===== src/rtl/manchester_encoder.sv =====
// manchester_encoder
//   Frame-level Manchester transmitter. Each frame is the 16-bit preamble
//   0xAAD5 followed by FRAME_SIZE payload bytes, MSB first, IEEE 802.3
//   polarity (bit 1 -> low/high, bit 0 -> high/low), then GAP_HALFBITS
//   low half-bits of idle.
// Ports
//   aclk, areset         clock, synchronous active-high reset
//   s_tdata/s_tvalid/
//   s_tready             payload byte stream into a one-byte holding register
//   line_out             registered Manchester line
//   tx_busy              high whenever a frame or its gap is in progress
//   frame_done           pulse during the final half-bit cycle of the frame
//   tx_underrun          pulse when a byte boundary finds the hold empty
module manchester_encoder #(
    parameter int FRAME_SIZE      = 4,
    parameter int HALF_BIT_CYCLES = 1,
    parameter int GAP_HALFBITS    = 8
) (
    input  logic       aclk,
    input  logic       areset,
    input  logic [7:0] s_tdata,
    input  logic       s_tvalid,
    output logic       s_tready,
    output logic       line_out,
    output logic       tx_busy,
    output logic       frame_done,
    output logic       tx_underrun
);

    localparam int              TW        = $clog2(HALF_BIT_CYCLES + 1);
    localparam logic [TW-1:0]   TICK_LAST = TW'(HALF_BIT_CYCLES - 1);
    localparam logic [15:0]     PRE_WORD  = 16'hAAD5;
    localparam logic [3:0]      LAST_BYTE = 4'(FRAME_SIZE - 1);
    localparam logic [3:0]      FRAME_CNT = 4'(FRAME_SIZE);
    localparam logic [5:0]      GAP_LAST  = 6'(GAP_HALFBITS - 1);

    typedef enum logic [1:0] {IDLE, PREAMBLE, DATA, GAP} state_t;

    state_t        state, state_n;
    logic [TW-1:0] tick, tick_n;
    logic [5:0]    hb_cnt, hb_n;        // index of the half-bit now on line_out
    logic [3:0]    byte_cnt, byte_n;
    logic [3:0]    accepted_cnt, acc_n;
    logic [7:0]    hold_data, hold_data_n;
    logic          hold_valid, hold_valid_n;
    logic [7:0]    shift_data, shift_n;
    logic          line_n;

    logic accept, half_end, pre_last, byte_last, gap_last, last_byte;

    // Half-bit value: first half is the inverted bit, second half the bit.
    function automatic logic pre_half(input logic [5:0] idx);
        logic b;
        b = PRE_WORD[4'd15 - idx[4:1]];
        return idx[0] ? b : ~b;
    endfunction

    function automatic logic data_half(input logic [7:0] d, input logic [5:0] idx);
        logic b;
        b = d[3'd7 - idx[3:1]];
        return idx[0] ? b : ~b;
    endfunction

    assign s_tready  = !hold_valid && !areset && state != GAP &&
                       (state == IDLE || accepted_cnt < FRAME_CNT);
    assign accept    = s_tvalid && s_tready;
    assign half_end  = (tick == TICK_LAST);
    assign pre_last  = (hb_cnt == 6'd31);
    assign byte_last = (hb_cnt == 6'd15);
    assign gap_last  = (hb_cnt == GAP_LAST);
    assign last_byte = (byte_cnt == LAST_BYTE);

    assign tx_busy     = (state != IDLE);
    assign frame_done  = !areset && state == DATA && half_end && byte_last && last_byte;
    assign tx_underrun = !areset && half_end && !hold_valid &&
                         ((state == PREAMBLE && pre_last) ||
                          (state == DATA && byte_last && !last_byte));

    always_comb begin
        state_n      = state;
        tick_n       = tick;
        hb_n         = hb_cnt;
        byte_n       = byte_cnt;
        acc_n        = accepted_cnt;
        hold_data_n  = hold_data;
        hold_valid_n = hold_valid;
        shift_n      = shift_data;
        line_n       = line_out;

        if (accept) begin
            hold_data_n  = s_tdata;
            hold_valid_n = 1'b1;
            acc_n        = accepted_cnt + 4'd1;
        end

        if (state != IDLE)
            tick_n = half_end ? '0 : tick + TW'(1);

        case (state)
            IDLE: begin
                line_n = 1'b0;
                tick_n = '0;
                hb_n   = '0;
                byte_n = '0;
                if (accept) begin
                    state_n = PREAMBLE;
                    line_n  = pre_half(6'd0);
                end
            end
            PREAMBLE: begin
                if (half_end) begin
                    if (!pre_last) begin
                        hb_n   = hb_cnt + 6'd1;
                        line_n = pre_half(hb_cnt + 6'd1);
                    end else if (hold_valid) begin
                        state_n      = DATA;
                        shift_n      = hold_data;
                        hold_valid_n = 1'b0;
                        hb_n         = '0;
                        byte_n       = '0;
                        line_n       = data_half(hold_data, 6'd0);
                    end else begin
                        state_n = GAP;
                        hb_n    = '0;
                        line_n  = 1'b0;
                    end
                end
            end
            DATA: begin
                if (half_end) begin
                    if (!byte_last) begin
                        hb_n   = hb_cnt + 6'd1;
                        line_n = data_half(shift_data, hb_cnt + 6'd1);
                    end else if (last_byte) begin
                        state_n = GAP;
                        hb_n    = '0;
                        line_n  = 1'b0;
                    end else if (hold_valid) begin
                        shift_n      = hold_data;
                        hold_valid_n = 1'b0;
                        byte_n       = byte_cnt + 4'd1;
                        hb_n         = '0;
                        line_n       = data_half(hold_data, 6'd0);
                    end else begin
                        // A byte accepted on this very edge is too late for
                        // the abandoned frame; drop it so IDLE starts clean.
                        state_n      = GAP;
                        hold_valid_n = 1'b0;
                        hb_n         = '0;
                        line_n       = 1'b0;
                    end
                end
            end
            GAP: begin
                line_n = 1'b0;
                if (half_end) begin
                    if (gap_last) begin
                        state_n = IDLE;
                        hb_n    = '0;
                        acc_n   = '0;
                    end else begin
                        hb_n = hb_cnt + 6'd1;
                    end
                end
            end
            default: state_n = IDLE;
        endcase
    end

    always_ff @(posedge aclk) begin
        if (areset) begin
            state        <= IDLE;
            tick         <= '0;
            hb_cnt       <= '0;
            byte_cnt     <= '0;
            accepted_cnt <= '0;
            hold_data    <= '0;
            hold_valid   <= 1'b0;
            shift_data   <= '0;
            line_out     <= 1'b0;
        end else begin
            state        <= state_n;
            tick         <= tick_n;
            hb_cnt       <= hb_n;
            byte_cnt     <= byte_n;
            accepted_cnt <= acc_n;
            hold_data    <= hold_data_n;
            hold_valid   <= hold_valid_n;
            shift_data   <= shift_n;
            line_out     <= line_n;
        end
    end

endmodule


===== config.mk =====
export PLATFORM = sky130hd
export DESIGN_NAME = manchester_encoder
export DESIGN_NICKNAME = d
export VERILOG_FILES = /design/src/rtl/manchester_encoder.sv
export SDC_FILE = /design/constraint.sdc
export NUM_CORES = 1
export LEC_CHECK = 0
export CAP_MARGIN = 5
export CELL_PAD_IN_SITES_DETAIL_PLACEMENT = 1
export CELL_PAD_IN_SITES_GLOBAL_PLACEMENT = 1
export CORE_UTILIZATION = 51
export DETAILED_ROUTE_END_ITERATION = 10
export DONT_BUFFER_PORTS = 1
export PLACE_DENSITY = 0.88
export RECOVER_POWER = 100
export SLEW_MARGIN = 5
export SYNTH_ARGS = -nofsm -noshare
export SYNTH_HDL_FRONTEND = slang
export SYNTH_SLANG_ARGS = --single-unit
export TNS_END_PERCENT = 20

===== constraint.sdc =====
create_clock -name aclk -period 3.59 [get_ports aclk]
set_input_delay 0.718 -clock aclk [delete_from_list [all_inputs] [get_ports aclk]]
set_output_delay 0.718 -clock aclk [all_outputs]
set_load 0.02 [all_outputs]

==> flow_summary.json, run 1 <==
{
  "status": "complete, no violations",
  "cts-hold-fix-buffers": 0,
  "dp_hpwl_mm": 3.16,
  "clock-sinks": 34,
  "io_buffer_count": 0,
  "cts-resized-gates": 0,
  "clk_pin_slew_worst_paths_ps": 110,
  "overflow": 0,
  "cts_buffers": 5,
  "layout.cells.non_filler": 256,
  "max_slew_margin": 0.584,
  "die_x_um": 61.7,
  "wl_met3_um": 136,
  "viasPerCell": 5.80,
  "netlist_instances": 210,
  "ir_drop_mv": 0.301,
  "route.detailed.drc": 0,
  "fin_nets": 229,
  "cts_tree": "done",
  "fp.dieArea_mm2": 0.00381,
  "clockRootBuffer": "clkbuf_4",
  "clock_latency_ps": 350,
  "finalHoldViolCount": 0,
  "initial_utilization": 0.540,
  "drt-total-wl_mm": 4.37,
  "grt_pass1_vias": 1498,
  "diodes": 0,
  "syn_avg_cell_area_um2": 8.65,
  "ys_ff_latch": 34,
  "htree_levels": 2,
  "period_share": 0.876,
  "max_cap_violations": 0,
  "core_mm2": 0.00336,
  "slew_violations": 0,
  "ant_nets": 0,
  "holdWs_ps": 427,
  "syn2layout_area_growth_pct": 4.68,
  "whs_path_depth": 1,
  "holdPathEnd": "hold_valid",
  "path_class": "reg -> reg",
  "drtPass1Iterations": 4,
  "grt_max_degree": 33,
  "crit_path_end_kind": "flip-flop",
  "power.density_mw_per_mm2": 561,
  "ys_warn_count": 0,
  "placed_cells": 248,
  "seq_area_frac_synth": 0.375,
  "start_kind": "flip-flop",
  "rsz0062_at_grt": "no",
  "cts_setup_buffers": 0,
  "min-delay-start": "areset",
  "top_layer": "met4",
  "synth_fp_nets": 230,
  "leakage_nw": 0.750,
  "hp-class": "in -> reg",
  "netlist_area_mm2": 0.00182,
  "wl_met2_mm": 2.10,
  "r2r-start": "state[0]",
  "fp.dieH_um": 61.7,
  "yosysUniqueCellTypes": 45,
  "fin_crit_ps": 3150,
  "cts_buffer_depth": 2,
  "rows": 21,
  "timing.fmax_mhz": 318,
  "place_congestion": 0.812,
  "reg2reg_to": "state[0]",
  "finalClockSkew_ps": 9.10,
  "first_iter_violations": 90,
  "crit_required_ps": 3870,
  "drt-met1-wl_mm": 1.99,
  "grt_usage": 0.263,
  "critPathMaxFanout": 13,
  "utilization": 0.565,
  "critPathArrivalTime_ps": 3420,
  "vias": 1485,
  "finalSetupTns_ps": 0,
  "top_level_ports": 16,
  "worst_pin_slew_ps": 620,
  "antenna_found_initial": 0,
  "grt_pass1_wl_mm": 7.09,
  "worst-r2r-setup-slack_ps": 440,
  "drive_above_1_share": 0.0667,
  "rr_worst_depth": 9,
  "setup_viol": 0,
  "wl_per_cell_um": 17.1
}
## critical path, cell delays in order (launching register included)
cell and delay [ps]:
dfxtp_1 360, inv_1 170, ha_1 210, inv_1 140
a2111oi_0 400, clkbuf_1 320, nand2_1 350, a221oi_1 590
o21ai_0 230, a221oi_2 300
## synthesized netlist by cell type (all sizes together)
cell     count  area share
mux2i       11       0.061
o21ai        9       0.027
a21oi       16       0.044
o21bai       1      0.0041
inv          7       0.014
clkbuf       6       0.012
nor2        22       0.045
a21boi       1      0.0041
nand3       10       0.028
nor3         5       0.014
nand4b       3       0.014
dfxtp       34        0.37
and4b        1      0.0055
and3         3       0.011
or3          2      0.0069
nor4b        1      0.0048
mux4         2       0.025
nor3b        1      0.0041
o31ai        1      0.0041
xor2         3       0.014
nor4bb       1      0.0055
nand4        2      0.0069
or2          1      0.0034
a211oi       2      0.0083
and2b        1      0.0048
a2111oi      2       0.013
nor4         3       0.010
a221oi       2       0.023
xnor2        4       0.019
and2         1      0.0034
ha           9       0.062
a22oi        1      0.0041
mux2         1      0.0062
a32o         1      0.0055
a221o        1      0.0055
nor2b        3       0.010
buf          4       0.018
or4          2       0.010
nand2       30       0.062
## final cells by class
type / instances / area (um2)
timing repair buffer: 2 / 7.51
multi-input combinational: 159 / 1020
sequential: 34 / 681
clock inverter: 3 / 68.8
tap: 46 / 57.6
clock buffer: 5 / 37.5
inverter: 7 / 26.3
fill: 441 / 1460
## kinds of logic after synthesis
kind of cell	share of synthesized area
compound gates	0.143
buf+inv	0.0448
fa+ha+maj	0.0620
xor+xnor	0.0337
mux	0.0916
simple gates	0.251
flops	0.375
## sequential cells by signal (all words and copies together), names as in the netlist
signal	cells
shift_data	8
hb_cnt	6
accepted_cnt	4
line_out	1
state	2
byte_cnt	4
hold_valid	1
hold_data	8
## report_power, final
group	internal [mW]	switching [mW]	total [mW]	leakage [nW]
Combinational	0.0928	0.177	0.270	0.419
Sequential	0.403	0.0336	0.437	0.275
Clock	0.218	0.143	0.360	0.0554
## worst max-delay path by stage
stage               startpoint     endpoint  slack [ps]
global route          state[0]     state[0]         150
global placement      state[0]  tx_underrun        1010
detailed placement    state[0]  tx_underrun         900
CTS                   state[0]  tx_underrun         480
floorplan            hb_cnt[0]   frame_done        1090
finish                state[0]     state[0]         440
## metal layers
layer,GRT usage,vias up
met5,0,-
met4,0.156,0
met3,0.0525,11
met2,0.406,28
met1,0.340,701
li1,-,745
## metrics by stage
step / total power, mW / cell area (um2) / setup slack (ps)
after global routing: 1.12 / 1900 / 155
after CTS: 1.11 / 1940 / 477
after detailed placement: 0.742 / 1830 / 901
final: 1.07 / 1900 / 444
after floorplan: 0.676 / 1820 / 1090
after global placement: 0.719 / 1830 / 1010
## placed cells by master, fill, tap and decap left out, drive strengths merged, types with 5 or more instances in the layout
master and n:
a21oi 16, clkbuf 7, dfxtp 34, ha 9, inv 7, mux2i 11, nand2 30, nand3 10
nor2 22, nor3 5, o21ai 9
Power figures use the tool's default switching activity.
==> run 2, diff against run 1 <==
--- a/config.mk
+++ b/config.mk
@@ -8,10 +8,10 @@
 export CAP_MARGIN = 5
 export CELL_PAD_IN_SITES_DETAIL_PLACEMENT = 1
 export CELL_PAD_IN_SITES_GLOBAL_PLACEMENT = 1
-export CORE_UTILIZATION = 51
+export CORE_UTILIZATION = 47
 export DETAILED_ROUTE_END_ITERATION = 10
 export DONT_BUFFER_PORTS = 1
-export PLACE_DENSITY = 0.88
+export PLACE_DENSITY = 0.82
 export RECOVER_POWER = 100
 export SLEW_MARGIN = 5
 export SYNTH_ARGS = -nofsm -noshare
==> constraint.sdc (replaced) <==
create_clock -name aclk -period 2.9 [get_ports aclk]
set_input_delay 0.58 -clock aclk [delete_from_list [all_inputs] [get_ports aclk]]
set_output_delay 0.58 -clock aclk [all_outputs]
set_load 0.02 [all_outputs]
==> run 2 against run 1 <==
Against the previous run: combinational power up 24%; wire length down 1.4%; core utilization down 4.6 points; largest power group unchanged.
==> flow_summary.json, run 2 (synthesized netlist as in run 1, its figures left out) <==
{
  "slew_violations": 0,
  "max_cap_violations": 0,
  "finalHoldViolCount": 0,
  "status": "complete, no violations",
  "io_buffer_count": 0,
  "rsz0062_at_grt": "no",
  "vias": 1493,
  "clock-sinks": 34,
  "route.detailed.drc": 0,
  "worst-r2r-setup-slack_ps": 220,
  "clockRootBuffer": "clkbuf_8",
  "clock_latency_ps": 290,
  "r2r-start": "hb_cnt[0]",
  "start_kind": "flip-flop",
  "drt-total-wl_mm": 4.31,
  "switching_share": 0.347,
  "grt_util_met3": 0.0446,
  "grt_pass1_vias": 1553,
  "critPathLaunch": "hb_cnt[0]",
  "reg_top3": "hold_data x8, shift_data x8, hb_cnt x6",
  "diodes": 0,
  "critPathArrivalTime_ps": 2140,
  "grt_max_degree": 33,
  "holdPathEnd": "state[1]",
  "reg2reg_to": "shift_data[7]",
  "power.density_mw_per_mm2": 649,
  "fillers": 461,
  "critPathMaxFanout": 9,
  "drive_above_1_share": 0.0896,
  "fp.dieH_um": 64.2,
  "leakage_nw": 0.761,
  "grt_usage": 0.236,
  "grt_pass1_wl_mm": 7.38,
  "dp_hpwl_mm": 3.27,
  "finalSetupTns_ps": 0,
  "seqPwrFrac": 0.436,
  "clkPwrFrac": 0.296,
  "hp-class": "in -> reg",
  "cts_setup_buffers": 0,
  "ant_nets": 0,
  "grt_busiest_layer": "met2",
  "p_int_mw": 0.811,
  "layout_common_cells": "dfxtp_1 (34), nand2_1 (30), nor2_1 (22)",
  "whs_path_depth": 1,
  "use_met1": 0.280,
  "fin_crit_ps": 2720,
  "rr_worst_depth": 7,
  "rows": 22,
  "core_mm2": 0.00369,
  "max_slew_margin": 0.589,
  "overflow": 0,
  "final_common_cell": "dfxtp_1",
  "setup_viol": 0,
  "fp.dieArea_mm2": 0.00412,
  "cts_buffer_depth": 2,
  "first_iter_violations": 53,
  "drtPass1Iterations": 4,
  "use_met2": 0.416,
  "place_congestion": 0.809,
  "holdWs_ps": 355,
  "worst_pin_slew_ps": 614,
  "cts_buffers": 5,
  "placed_cells": 252,
  "layout.cells.non_filler": 260,
  "ir_drop_mv": 0.375,
  "fin_nets": 231,
  "utilization": 0.519,
  "combPwrFrac": 0.269,
  "viasPerCell": 5.74,
  "top_level_ports": 16,
  "wl_per_cell_um": 16.6,
  "netSwitchingPower_mw": 0.431,
  "finalClockSkew_ps": 5.45,
  "initial_utilization": 0.493,
  "period_share": 0.938,
  "path_class": "reg -> out",
  "p_total_mw": 1.24,
  "timing.fmax_mhz": 368,
  "htree_levels": 2,
  "cts_tree": "done",
  "die_x_um": 64.2,
  "crit_required_ps": 2320,
  "syn2layout_area_growth_pct": 5.37,
  "crit_path_end_kind": "output port",
  "clk_pin_slew_worst_paths_ps": 70,
  "min-delay-start": "areset",
  "antenna_found_initial": 0
}
-- run 2: changes by cell type in the layout (fill, tap and decap cells not counted), sizes merged --
cell      delta
clkinvlp     +1
bufinv       -2
clkbuf       +1
buf          +2
-- run 2: power groups by stage --
stage	clock [mW]	sequential [mW]	combinational (mW)
after floorplan	0	0.534	0.303
after global placement	0	0.551	0.354
after detailed placement	0	0.554	0.362
after CTS	0.373	0.543	0.364
after global routing	0.394	0.547	0.368
final	0.367	0.541	0.334
-- run 2: worst max-delay path, stage by stage (launching register included) --
cell      delay (ps)
dfxtp_1          430
ha_1             380
and4b_1          340
nand2_1          130
nor4b_1          320
clkbuf_2         230
-- run 2: layer usage --
metal	share of wire	routed length, um	vias up
met5	0	0	-
met4	0.012	53	0
met3	0.027	116	7
met2	0.51	2210	20
met1	0.45	1920	723
li1	-	-	743
-- run 2: through the flow --
stage	setup slack [ps]	instance area [um2]
floorplan	425	1820
global placement	400	1850
detailed placement	272	1850
CTS	211	1950
global route	30.9	1910
finish	180	1910
-- run 2: how the worst max path moves through the flow --
stage,depth (start not counted),end
after detailed placement,7,shift_data[7]
after global routing,5,frame_done
after global placement,7,shift_data[7]
after CTS,7,tx_underrun
after floorplan,8,state[0]
final,5,frame_done
-- run 2: layout make-up --
class | count | area, um2 | share of cell area
Multi-Input combinational cell | 159 | 1030 | 0.537
Sequential cell | 34 | 681 | 0.356
Clock buffer | 6 | 82.6 | 0.0431
Tap cell | 48 | 60.1 | 0.0314
Inverter | 7 | 26.3 | 0.0137
Timing Repair Buffer | 4 | 25.0 | 0.0131
Clock inverter | 2 | 12.5 | 0.00654
-- run 2: repair_timing --
| action | 4_1_cts | 5_1_grt |
|---|---|---|
| hold buffers | 0 | 0 |
| endpoints found under the setup margin | 0 | 1 |
| gates resized for setup | 0 | 1 |
